$ cat config.mk
export PLATFORM = sky130hd
export DESIGN_NAME = rr_arbiter_client
export DESIGN_NICKNAME = d
export VERILOG_FILES = /design/src/rtl/rr_arbiter_client.sv
export SDC_FILE = /design/constraint.sdc
export NUM_CORES = 1
export LEC_CHECK = 0
export ABC_AREA = 1
export BUFFER_PORTS_ARGS = -buffer_cell sky130_fd_sc_hd__buf_2
export CORE_UTILIZATION = 31
export DETAILED_ROUTE_END_ITERATION = 8
export PLACE_DENSITY_LB_ADDON = 0.25
export SLEW_MARGIN = 25
export SYNTH_ARGS = -nofsm -noshare
export SYNTH_HDL_FRONTEND = slang
export SYNTH_SLANG_ARGS = --single-unit
$ cat constraint.sdc
create_clock -name clk -period 4.2 [get_ports clk]
set_clock_uncertainty 0.15 [all_clocks]
set_input_delay 0.21 -clock clk [delete_from_list [all_inputs] [get_ports clk]]
set_output_delay 0.21 -clock clk [all_outputs]
set_load 0.02 [all_outputs]
$ cat src/rtl/rr_arbiter_client.sv
// rtl/rr_arbiter_client.sv - client side of the rr_arbiter request/grant/ack handshake
// Optional grant protocol checker: define RR_CLIENT_GRANT_CHECK_EN.
module rr_arbiter_client #(
  parameter int WIDTH     = 4,
  parameter int CNT_W     = 3,
  parameter int BURST_LEN = 4
) (
  input  logic                     clk,
  input  logic                     resetb,
  input  logic [WIDTH-1:0]         job_push,
  input  logic [WIDTH-1:0]         grant,
  output logic [WIDTH-1:0]         request,
  output logic                     ack,
  output logic                     beat_valid,
  output logic [$clog2(WIDTH)-1:0] beat_id,
  output logic                     beat_last,
  output logic [WIDTH-1:0]         overflow,
  output logic                     proto_err
);

  localparam int IW = $clog2(WIDTH);
  localparam int BW = (BURST_LEN > 1) ? $clog2(BURST_LEN) : 1;
  localparam logic [BW-1:0]    BEAT_LAST = BW'(BURST_LEN - 1);
  localparam logic [CNT_W-1:0] PEND_MAX  = '1;

  typedef enum logic [1:0] {IDLE, XFER, ACK, RELEASE} state_t;

  state_t           state, state_nxt;
  logic [IW-1:0]    id, id_nxt;
  logic [BW-1:0]    beat, beat_nxt;
  logic [CNT_W-1:0] pend [WIDTH];
  logic [WIDTH-1:0] dec;
  logic [IW-1:0]    gidx;
  logic             grant_onehot;
  logic             take;

  always_comb begin
    gidx = '0;
    for (int i = 0; i < WIDTH; i++)
      if (grant[i]) gidx = IW'(i);
  end

  assign grant_onehot = (grant != '0) && ((grant & (grant - WIDTH'(1))) == '0);
  assign take         = (state == IDLE) && grant_onehot && ((grant & request) != '0);

  // The finishing channel stays masked through ACK and RELEASE so the arbiter can move on.
  always_comb begin
    request = '0;
    dec     = '0;
    for (int i = 0; i < WIDTH; i++) begin
      request[i] = (pend[i] != '0) &&
                   !((id == IW'(i)) && ((state == ACK) || (state == RELEASE)));
      dec[i]     = (state == ACK) && (id == IW'(i));
    end
  end

  always_comb begin
    state_nxt = state;
    id_nxt    = id;
    beat_nxt  = beat;
    case (state)
      IDLE: begin
        if (take) begin
          id_nxt    = gidx;
          beat_nxt  = '0;
          state_nxt = XFER;
        end
      end
      XFER: begin
        beat_nxt = beat + BW'(1);
        if (beat == BEAT_LAST) state_nxt = ACK;
      end
      ACK:     state_nxt = RELEASE;
      RELEASE: state_nxt = IDLE;
      default: state_nxt = IDLE;
    endcase
  end

  assign beat_valid = (state == XFER);
  assign beat_last  = (state == XFER) && (beat == BEAT_LAST);
  assign ack        = (state == ACK);
  assign beat_id    = id;

  always_ff @(posedge clk or negedge resetb) begin
    if (!resetb) begin
      state <= IDLE;
      id    <= '0;
      beat  <= '0;
    end else begin
      state <= state_nxt;
      id    <= id_nxt;
      beat  <= beat_nxt;
    end
  end

  // A push coinciding with its own channel's completion cancels out.
  always_ff @(posedge clk or negedge resetb) begin
    if (!resetb) begin
      overflow <= '0;
      for (int i = 0; i < WIDTH; i++) pend[i] <= '0;
    end else begin
      for (int i = 0; i < WIDTH; i++) begin
        overflow[i] <= 1'b0;
        if (job_push[i] && !dec[i]) begin
          if (pend[i] == PEND_MAX) overflow[i] <= 1'b1;
          else                     pend[i]     <= pend[i] + CNT_W'(1);
        end else if (dec[i] && !job_push[i] && (pend[i] != '0)) begin
          pend[i] <= pend[i] - CNT_W'(1);
        end
      end
    end
  end

`ifdef RR_CLIENT_GRANT_CHECK_EN
  logic bad_grant;

  assign bad_grant = ((state == IDLE) && (grant != '0) &&
                      (!grant_onehot || ((grant & ~request) != '0))) ||
                     ((state == XFER) && !grant[id]);

  always_ff @(posedge clk or negedge resetb) begin
    if (!resetb) proto_err <= 1'b0;
    else         proto_err <= proto_err | bad_grant;
  end
`else
  assign proto_err = 1'b0;
`endif

endmodule

==> key figures <==
Global route
  • Met2 GRT Util: 23.5%
  • Global Route met3 Usage: 2.17%
  • Vias in the first global route: 1069
  • Antenna violations before repair: 0
  • Met1 Usage GRT: 15.4%
  • Gr ovfl total: 0
  • First-pass GRT wire length: 4620 µm
  • Total track usage: 13.5%
  • Global route hottest layer: met2
  • Pin count of the biggest net entering global routing: 23

Timing
  • Measured slew at the worst slew-check pin: 0.509 ns
  • Max frequency: 455 MHz
  • Hold violation total from the final report: 0
  • Max-slew violations: 0
  • Final worst-path cycle share: 52.3%
  • Final setup viols: 0
  • Final setup TNS: 0 ns
  • Slew HR: 66.1%
  • Final Critical Period: about 2.2 ns
  • RSZ-0062 raised after global routing: false

Cells and area
  • Layout area overhead: 18.0%
  • Antenna diodes: 0
  • Final net count: 213
  • Layout cells sized above 1: 22.4%
  • Fin cells: 242

Die
  • Initial Util: roughly 33%
  • Core ar.: 4120 µm²
  • Die area: roughly 4700 µm²
  • Die Height: about 68 µm
  • Ports: 24
  • Site Rows: 23
  • Die width: between 60 and 70 µm

Placement
  • Placed Instances: 237
  • HPWL after DPL: 2050 µm
  • GPL Wtd Cong: roughly 0.79
  • IO buf count: 22

Worst hold path
  • Hold Crit Depth: 3
  • HP Class: primary input to flop
  • Hold endpoint: overflow[2]
  • Worst hold start: job_push[2]

Run status
  • Status: completed

Logic synthesis
  • Mean post-synth cell area: 8.25 µm²
  • Register bit total from synthesis: 22
  • Seq/Total Area, Yosys: 40.2%
  • Area leader, netlist: dfrtp_1
  • Top-area cell type share of the netlist area: just over 40%
  • Gate Count Post-Synth: between 150 and 200
  • Distinct cells, synth: 25
  • Syn_nets: 186
  • Synth Cell Area: 1370 µm²
  • YS warnings: 0
  • Largest cells by area after synthesis: dfrtp_1 40%, nand2_1 13%, nand3_1 7.7%

Pwr
  • Worst VDD drop: 0.258 mV
  • Cell Pwr Density: 762 nW/µm²
  • P_leak: 0.000830 µW

Clock tree
  • CTS tree: built
  • Cts bufs inserted: 3
  • Post-CTS sizing: 0
  • # clock sinks: 22
  • CTS Buffer Depth: 2
  • Cts hold-fix bufs: 1
  • Post-CTS setup buffer count: 0
  • H-tree levels: 1
  • Worst-Skew Late Latency: 0.26 ns
  • Clock Tree Root: clkbuf_8
  • CTS clk-pin slew, worst paths: 0.08 ns

Worst setup path
  • Reg2reg path depth: 8
  • Critical path class: flop to flop
  • Crit path top cell by count: nand2_1
  • Crit-path cells: inv_1, ha_1, nand2_1, nand2_1, fa_1, or2_2, nand3_1, xor2_1
  • Arrival time at the worst endpoint: around 2.2 ns
  • CP Max Fanout: 7
  • Critical path required time: around 4.2 ns
  • Crit Reg-Reg Startpoint: state[0]
  • Slowest CP cell: dfrtp_1
  • Reg2Reg Setup Slack: ~2.0 ns
  • Critical path endpoint category: flop
  • Crit Reg-Reg Endpoint: pend[8]
  • Max stage delay on crit path: 0.41 ns
  • Startpoint Class: flop

Route
  • Routed vias: 1082
  • WL final: 2590 µm
  • Antenna viol nets, final: 0
  • Drt pass-1 iters: 4
  • DR DRC count: 0
  • Initial DRC count: 29
  • Vias per Instance: 4.47
  • Average wire per standard cell: around 11 µm

Run
  • Max_cap viols: 0
## cell usage in the layout, fill, tap and decap left out, types with 4 or more instances in the layout
| master | count |
|---|---|
| ha_1 | 6 |
| nand3_1 | 21 |
| dfrtp_1 | 22 |
| nor2_1 | 16 |
| fa_1 | 4 |
| inv_1 | 14 |
| or2_2 | 4 |
| buf_2 | 22 |
| nand2_1 | 46 |
| o21ai_0 | 4 |
| xor2_1 | 6 |
## through the flow
step	setup slack [ns]	cell area [µm²]	total power, µW	hold WS (ns)	util, %
final	2.00	1620	1230	0.118	39.3
after global placement	2.06	1530	1040	0.0652	37.3
after global routing	1.81	1620	1380	0.144	39.3
after detailed placement	2.00	1530	1050	0.0661	37.3
after floorplan	2.07	1370	890	-0.236	-
after CTS	1.98	1620	1260	0.110	39.3
## layer usage
layer	part of all wire (%)	wire, µm
met1	46	1200
met2	48	1250
met3	3.1	80
met4	2.4	61
met5	0	0
## cell families after synthesis
group / share of synthesized area [%]
AOI/OAI and AO/OA: 3.02
other: 0.274
DFF: 40.2
adders and majority gates: 11.3
xor gates and xnor gates: 5.76
and+or+nand+nor: 32.8
buffers and inverters: 4.94
muxes: 1.65
## cells in the mapped netlist (all sizes together)
| master | count |
|---|---|
| fa | 4 |
| dfrtp | 22 |
| xnor2 | 3 |
| nand2 | 50 |
| a21oi | 1 |
| nor2 | 18 |
| conb | 1 |
| nand3 | 22 |
| or2 | 5 |
| buf | 1 |
| o21ai | 5 |
| inv | 16 |
| mux2 | 2 |
| and2 | 3 |
| xor2 | 6 |
| nand3b | 1 |
| ha | 6 |
## worst max-delay path by stage
stage | startpoint | endpoint | slack, ns | depth (start not counted)
floorplan | state[0] | pend[8] | 2.07 | 8
global placement | state[0] | pend[8] | 2.06 | 8
detailed placement | state[0] | pend[8] | 2.00 | 8
CTS | state[0] | pend[2] | 1.98 | 8
global route | state[0] | pend[2] | 1.81 | 8
finish | state[0] | pend[8] | 2.00 | 8
## registers in the layout, summed over array words and instances, names as in the netlist
name / cells
beat: 2
pend: 12
beat_id: 2
overflow: 4
state: 2
## final cells by class
class                   count  area (µm²)
clock inverters             1        30.0
fillers                   409        2500
inverters                  16        60.1
clock buffers               3        41.3
multi-input cells         127         751
repair buffers             23         120
flip-flops and latches     22         551
well taps                  50        62.6
## power by group
part | switching [µW] | leakage (µW) | total, µW | internal (µW)
logic | 367 | 0.000524 | 621 | 254
registers | 100 | 0.000270 | 412 | 312
clock network | 72.0 | 0.0000357 | 199 | 127
total | 539 | 0.000830 | 1230 | 692
## worst max-delay path, delay by kind of cell (launching register included)
| family | cells | cell delay (ns) |
|---|---|---|
| XOR/XNOR | 1 | 0.15 |
| adder cells (fa/ha/maj) | 2 | 0.68 |
| AND/OR/NAND/NOR | 4 | 0.66 |
| flip-flops | 1 | 0.41 |
| buffers and inverters | 1 | 0.10 |
No activity file was read; power rests on OpenSTA's default activity.
